## src/rtl/wb_port_arbiter_pkg.sv

```systemverilog
// Shared register-file geometry and helpers for the writeback port arbiter.
// Arbitration mode is chosen by WB_ARB_ROUND_ROBIN_EN (see wb_port_arbiter).
package wb_port_arbiter_pkg;

  localparam int unsigned REG_ADDR_W = 5;
  localparam int unsigned REG_DATA_W = 32;
  localparam logic [REG_ADDR_W-1:0] REG_ZERO = 5'd0;
  localparam int unsigned MAX_WB_REQ = 8;

  // Next requester index after idx, wrapping at n.
  function automatic int unsigned wrapIncr(input int unsigned idx, input int unsigned n);
    return ((idx + 1) >= n) ? 0 : (idx + 1);
  endfunction

endpackage

```

## src/rtl/wb_rr_pick.sv

```systemverilog
// Rotating first-set picker: scans reqVec starting at startIdx, returns one-hot grant and index.
module wb_rr_pick #(
  parameter int unsigned NUM_REQ = 3,
  parameter int unsigned IDX_W   = 2
) (
  input  logic [NUM_REQ-1:0] reqVec,
  input  logic [IDX_W-1:0]   startIdx,
  output logic [NUM_REQ-1:0] grantVec_c,
  output logic [IDX_W-1:0]   grantIdx_c,
  output logic               grantAny_c
);

  always_comb begin
    int unsigned idx;
    grantVec_c = '0;
    grantIdx_c = '0;
    grantAny_c = 1'b0;
    idx        = 0;
    for (int unsigned off = 0; off < NUM_REQ; off++) begin
      idx = 32'(startIdx) + off;
      if (idx >= NUM_REQ) idx = idx - NUM_REQ;
      if (!grantAny_c && reqVec[IDX_W'(idx)]) begin
        grantVec_c[IDX_W'(idx)] = 1'b1;
        grantIdx_c             = IDX_W'(idx);
        grantAny_c             = 1'b1;
      end
    end
  end

endmodule

```

## src/rtl/wb_port_arbiter.sv

```systemverilog
// Arbitrates NUM_REQ writeback sources onto the single register-file write port.
// WB_ARB_ROUND_ROBIN_EN selects round-robin; otherwise fixed priority (index 0 highest).
module wb_port_arbiter
  import wb_port_arbiter_pkg::*;
#(
  parameter int unsigned NUM_REQ = 3,
  parameter int unsigned DATA_W  = REG_DATA_W,
  parameter int unsigned ADDR_W  = REG_ADDR_W
) (
  input  logic                      CLK,
  input  logic                      RESET,
  input  logic [NUM_REQ-1:0]        ReqValid,
  input  logic [NUM_REQ*ADDR_W-1:0] ReqReg,
  input  logic [NUM_REQ*DATA_W-1:0] ReqData,
  output logic [NUM_REQ-1:0]        ReqReady,
  output logic [ADDR_W-1:0]         WriteReg1,
  output logic [DATA_W-1:0]         WriteData1,
  output logic                      Write1,
  output logic [(2**ADDR_W)-1:0]    Pending
);

  localparam int unsigned IDX_W    = (NUM_REQ > 1) ? $clog2(NUM_REQ) : 1;
  localparam int unsigned NUM_REGS = 2**ADDR_W;

  logic [ADDR_W-1:0]  reqRegArr  [NUM_REQ];
  logic [DATA_W-1:0]  reqDataArr [NUM_REQ];
  logic [NUM_REQ-1:0] reqLive;
  logic [IDX_W-1:0]   startIdx;
  logic [NUM_REQ-1:0] grantVec_c;
  logic [IDX_W-1:0]   grantIdx_c;
  logic               grantAny_c;
  logic [ADDR_W-1:0]  grantReg;
  logic [DATA_W-1:0]  grantData;

  for (genvar i = 0; i < NUM_REQ; i++) begin : g_unpack
    assign reqRegArr[i]  = ReqReg[i*ADDR_W +: ADDR_W];
    assign reqDataArr[i] = ReqData[i*DATA_W +: DATA_W];
  end

  // Requests are invisible while reset is held so nothing is granted or pending.
  assign reqLive = ReqValid & {NUM_REQ{RESET}};

  wb_rr_pick #(
    .NUM_REQ (NUM_REQ),
    .IDX_W   (IDX_W)
  ) u_pick (
    .reqVec     (reqLive),
    .startIdx   (startIdx),
    .grantVec_c (grantVec_c),
    .grantIdx_c (grantIdx_c),
    .grantAny_c (grantAny_c)
  );

  assign ReqReady  = grantVec_c;
  assign grantReg  = reqRegArr[grantIdx_c];
  assign grantData = reqDataArr[grantIdx_c];

`ifdef WB_ARB_ROUND_ROBIN_EN
  logic [IDX_W-1:0] rrPtr;

  // Search start moves just past the last winner.
  always_ff @(posedge CLK or negedge RESET) begin
    if (!RESET) begin
      rrPtr <= '0;
    end else if (grantAny_c) begin
      rrPtr <= IDX_W'(wrapIncr(32'(grantIdx_c), NUM_REQ));
    end
  end

  assign startIdx = rrPtr;
`else
  assign startIdx = '0;
`endif

  // Output stage: a register-0 grant is consumed but never written.
  always_ff @(posedge CLK or negedge RESET) begin
    if (!RESET) begin
      Write1     <= 1'b0;
      WriteReg1  <= '0;
      WriteData1 <= '0;
    end else if (grantAny_c && (grantReg != ADDR_W'(REG_ZERO))) begin
      Write1     <= 1'b1;
      WriteReg1  <= grantReg;
      WriteData1 <= grantData;
    end else begin
      Write1     <= 1'b0;
    end
  end

  assign Pending[0] = 1'b0;

  for (genvar r = 1; r < NUM_REGS; r++) begin : g_pend
    logic [NUM_REQ-1:0] hitVec;
    for (genvar i = 0; i < NUM_REQ; i++) begin : g_hit
      assign hitVec[i] = reqLive[i] && (reqRegArr[i] == ADDR_W'(r));
    end
    assign Pending[r] = (|hitVec) || (Write1 && (WriteReg1 == ADDR_W'(r)));
  end

endmodule

```

## config.mk

```make
export PLATFORM = sky130hd
export DESIGN_NAME = wb_port_arbiter
export DESIGN_NICKNAME = d
export VERILOG_FILES = /design/src/rtl/wb_port_arbiter_pkg.sv /design/src/rtl/wb_rr_pick.sv /design/src/rtl/wb_port_arbiter.sv
export SDC_FILE = /design/constraint.sdc
export NUM_CORES = 1
export LEC_CHECK = 0
export CAP_MARGIN = 20
export CORE_ASPECT_RATIO = 1.75
export CORE_MARGIN = 5
export CORE_UTILIZATION = 39
export CTS_CLUSTER_SIZE = 30
export DETAILED_ROUTE_END_ITERATION = 10
export HOLD_SLACK_MARGIN = 0.02
export MAX_ROUTING_LAYER = met4
export PLACE_DENSITY = 0.89
export SYNTH_ARGS = -nofsm -noshare
export SYNTH_HDL_FRONTEND = slang
export SYNTH_SLANG_ARGS = --single-unit
```

## constraint.sdc

```tcl
create_clock -name CLK -period 1.9 [get_ports CLK]
set_clock_uncertainty 0.15 [all_clocks]
set_input_delay 0.19 -clock CLK [delete_from_list [all_inputs] [get_ports CLK]]
set_output_delay 0.19 -clock CLK [all_outputs]
set_load 0.01 [all_outputs]
```

== Yosys cells after proc, flatten, opt, wreduce, memory -nomap -nowiden ==
Cells that the tools add are included.
Word-level totals
  register bits: 38
  output and inout bits: 73
  bits of input ports: 116
Cells by class
  muxes and demuxes: 15
  reductions and logical operators: 192
  equal/unequal tests: 124
  bitwise logic cells: 2
  order comparisons: 1
Operator list (number)
  equality test 5 bit, second input constant: 64
  equality test 5 x 4 -> 1 bit, second input constant: 32
  logical AND 1 bit: 127
  OR reduction 3 bit: 31
  equality test 5 x 3 -> 1 bit, second input constant: 16
  binary-select mux 32 bit (select 2 bit): 1
  2-to-1 mux 32 bit: 2
  equality test 5 x 2 -> 1 bit, second input constant: 8
  logical OR 1 bit: 31
  equality test 5 x 1 -> 1 bit, second input constant: 4
  binary-select mux 5 bit (select 2 bit): 1
  2-to-1 mux 5 bit: 2
  2-to-1 mux 1 bit: 6
  nonzero test 5 bit: 1
  2-to-1 mux 2 bit: 2
  AND 3 bit: 1
  >= comparator 3 bit, second input constant: 1
  2-to-1 mux 3 bit: 1
  inverter 2 -> 3 bit: 1
  zero test 1 bit: 2

== Longest topological paths before layout ==
  depth in word-level cells: 15
  depth in mapped cells: 7

== Modules after synthesis ==
Synthesis repeated with hierarchy kept, for this count alone.
Unflattened totals
  cell total of the unflattened synthesis: 439
  area, all modules: 3687.3 µm²
By module, submodules not included
  wb_port_arbiter: cells each 400, times used 1, area an instance 3388.2 µm²
  wb_rr_pick: cells each 39, times used 1, area an instance 299.0 µm²

== Worst setup path before layout ==
OpenSTA, ideal clock, no wires.
  kind: input -> register
  start: input ReqReg[2]
  end: register WriteData1[0]
  data required time: 1625 ps
  cell stages on the path: 6
  path buffers: 1
  setup time: 125 ps
  setup slack: -131 ps
  data arrival time: 1756 ps
  cell sequence: or2_2 > nor3_1 > a211oi_1 > a211oi_4 > buf_6 > mux2_2
Between the ends
  word-level cells in the longest chain between the ends: 5
Ends and longest elaborated chain
  from (decl): RTL line wb_port_arbiter.sv:13  | input logic [NUM_REQ*ADDR_W-1:0] ReqReg,
  binary-select mux 5 bit (select 2 bit): RTL line wb_port_arbiter.sv:55  | assign grantReg = reqRegArr[grantIdx_c];
  2-to-1 mux 5 bit (implied by the code) (2 in a row): RTL line wb_port_arbiter.sv:55
  nonzero test 5 bit: RTL line wb_port_arbiter.sv:81  | end else if (grantAny_c && (grantReg != ADDR_W'(REG_ZERO))) begin
  logical AND 1 bit: RTL line wb_port_arbiter.sv:81
  to (signal assigned): RTL line wb_port_arbiter.sv:84  | WriteData1 <= grantData;
  to (decl): RTL line wb_port_arbiter.sv:17  | output logic [DATA_W-1:0] WriteData1,
No other way between the ends. The select of a mux whose other input is x is not followed.
A chain may end at the register's enable or synchronous reset.

== Worst setup path after layout ==
  start: register WriteReg1[3]
  end: output Pending[14]
Between the ends
  word-level cells in the longest chain between the ends: 3
Ends and longest elaborated chain
  from (decl): RTL line wb_port_arbiter.sv:16  | output logic [ADDR_W-1:0] WriteReg1,
  from (signal assigned): RTL line wb_port_arbiter.sv:83  | WriteReg1 <= grantReg;
  equality test 5 x 4 -> 1 bit: RTL line wb_port_arbiter.sv:97  | assign Pending[r] = (|hitVec) || (Write1 && (WriteReg1 == ADDR_W'(r)));
  logical AND 1 bit: RTL line wb_port_arbiter.sv:97
  logical OR 1 bit: RTL line wb_port_arbiter.sv:97
  to (decl): RTL line wb_port_arbiter.sv:19  | output logic [(2**ADDR_W)-1:0] Pending
No other way between the ends.

==> flow_summary.ini <==
[worst_setup_path]
worstPathMaxFanout = 6
critPathCaptureType = output pin
r2r-start = WriteReg1[1]
criticalPathCategory = flip-flop to output pin
slowest_stage = dfrtp_2
path_cells = buf_6 -> nand2_4 -> nor2_4 -> buf_6 -> a32oi_2 -> o221ai_1 -> buf_2
path_common_cell = buf_6
rrSetupSlack_ps = 660
rr_endpoint = WriteReg1[1]
reg2reg_depth = 2
required_ps = 1560
start_kind = flip-flop
cpPeakStageDelay_ps = 480
worstPathArrival_ps = 1690

[floorplanning]
fp.coreArea_um2 = 8310
die-height_um = 132
start_util_pct = 39.8
row_count = 44
io_pins = 189
dieArea_um2 = 10500
die_x_um = 79.6

[route]
detail_route.first_pass.iterations = 7
wl_per_cell_um = 28.6
drc = 0
vias_per_cell = 6.50
drt-total-wl_mm = 22.8
drt_iter0_markers = 642
dr_total_vias = 5184
ant_nets = 0

[timing]
rsz0062_at_grt = true
finalCritPeriodShare_pct = 107
hold_violations = 0
max_freq_mhz = 492
final-setup-viol-count = 58
finalCriticalPeriod_ps = 2030
setup_ws_ps = -132
slew_viol_final = 0
fin_setup_tns_ps = -2180

[yosys]
syn_inst = 396
seq_area_frac_synth_pct = 28.7
synthArstFlopShare_pct = 100
synth_flop_cell = dfrtp_1
ys_types = 42
syn_area_per_cell_um2 = 8.36
ys.warnings.count = 0
syn_nets = 512
synth_edf_count = 0
netlist_area_um2 = 3310
synth-seq-cells = 38

[run_status]
status = finished, violations left
violations = negative setup slack

[cells_and_area]
final_cell_mix = clkdlybuf4s50_1, buf_4, nand2_1
fin_nets = 796
syn_to_final_growth_pct = 106
drive_gt1_share_pct = 40.2
fin_area_um2 = 6810
layout.cells.most_common = clkdlybuf4s50_1

[clocking]
clk_pin_slew_ps = 70
cts_buffers = 5
cts.sinks = 38
cts-root-buf = clkbuf_16
clk_latency_ps = 300
clk_path_buf_depth = 2
cts_tree = built
htreeDepth = 2

[grt]
grtUsageTotal_pct = 40.2
grt_overflow = 0
grt_max_degree = 57
grt_pass1_vias = 5392
grt_pass1_wl_mm = 30.9
antenna_found_initial = 1

[pwr]
power_density_nw_per_um2 = 644
clock_power_share_pct = 26.6
p_seq_share_pct = 25.3
p_leak_uw = 0.00307
p_int_uw = 2870
ir_drop_mv = 0.636
pwr-share-comb_pct = 48.2
p_sw_uw = 1520
swShare_pct = 34.6

[place]
portBuffers = 187
placed_cell_area_um2 = 5990
dp_slack_ps = -827
routabilityCongestion = 1.05
dp_hpwl_mm = 14.2

[min_path]
worstHoldPathType = input pin to asynchronous set/reset pin

[run]
cap_violations = 0
-- worst max-delay path: cells and delay by family, from the launching register on --
kind,cells,cell delay (ps)
simple gates,2,120
flops,1,480
buf+inv,3,450
compound gates,2,340
-- stage by stage --
stage,hold slack (ps),std cells,total power (uW),utilization [%]
after floorplan,-256,396,1640,-
after global placement,79.9,767,2640,72.1
after detailed placement,84.1,767,2690,72.1
after CTS,132,795,4050,79.4
after global routing,194,797,4490,81.9
final,154,797,4390,81.9
-- cells in the mapped netlist (5+ instances only) --
library cell   n  area, um2
nand2b_1      15       93.8
a221o_1       11        110
a32oi_1        9       78.8
inv_1          5       18.8
nor3_1        11       55.1
or2_2          6       37.5
nor2_1        24       90.1
o21ai_0       40        200
nand2_1       63        236
mux2_1         9        101
clkbuf_1      20       75.1
a22oi_1        6       45.0
nand3_1        7       35.0
mux2i_1       35        350
mux2_2        27        304
dfrtp_1       38        951
o22ai_1        8       50.1
nor2b_1       11       68.8
o221ai_1      15        131
-- cells by family (layout without fill, tap and decap cells) --
group                  count (synthesis)  count (layout)  share of synthesized area [%]
buffers and inverters                 34             319                           4.76
flip-flops                            38              38                           28.7
multiplexers                          71              71                           22.8
AND/OR/NAND/NOR                      146             146                           20.7
AO/OA/AOI/OAI                        106             106                           22.8
other                                  1               2                          0.113
-- state kept, by name, summed over array words and instances (netlist names) --
register	count
WriteData1	32
WriteReg1	5
Write1	1
-- power by group through the flow --
stage                     Clock (uW)  Combinational (uW)  Sequential, uW
after floorplan                    0                 514            1120
after global placement             0                1570            1060
after detailed placement           0                1610            1080
after CTS                       1120                1850            1070
after global routing            1200                2170            1110
final                           1160                2110            1110
-- layout make-up --
type	instances	area, um2
multi-input cells	324	2690
inverters	5	18.8
diodes	1	2.50
flip-flops and latches	38	957
repair buffers	306	2800
fillers	451	1500
clock buffers	5	125
well taps	115	144
clock inverters	3	68.8
-- how the worst max path moves through the flow --
stage	startpoint	end	slack [ps]	cells past startpoint
CTS	WriteReg1[3]	Pending[21]	-80	7
global route	WriteReg1[3]	Pending[11]	-160	7
finish	WriteReg1[3]	Pending[14]	-130	7
global placement	ReqReg[13]	Pending[11]	-880	5
detailed placement	ReqReg[13]	Pending[11]	-830	5
floorplan	ReqReg[10]	WriteData1[0]	-40	6
-- what timing repair did --
| action | 4_1_cts | 5_1_grt |
|---|---|---|
| hold endpoints to repair | 3 | 0 |
| cloned | 3 | 0 |
| pin swaps | 22 | 22 |
| setup endpoints to repair | 70 | 66 |
| gates resized for setup | 238 | 63 |
| hold buffers | 1 | 0 |
| setup buffers | 16 | 5 |
-- routing by layer --
layer  routed length (um)  vias up  GRT usage (%)
li1                     -     2050              -
met1                 7010     2392           38.5
met2                11400      531           68.3
met3                 2030      211           7.39
met4                 2270        0           31.9
met5                    0        -              -
Power figures use the tool's default switching activity.
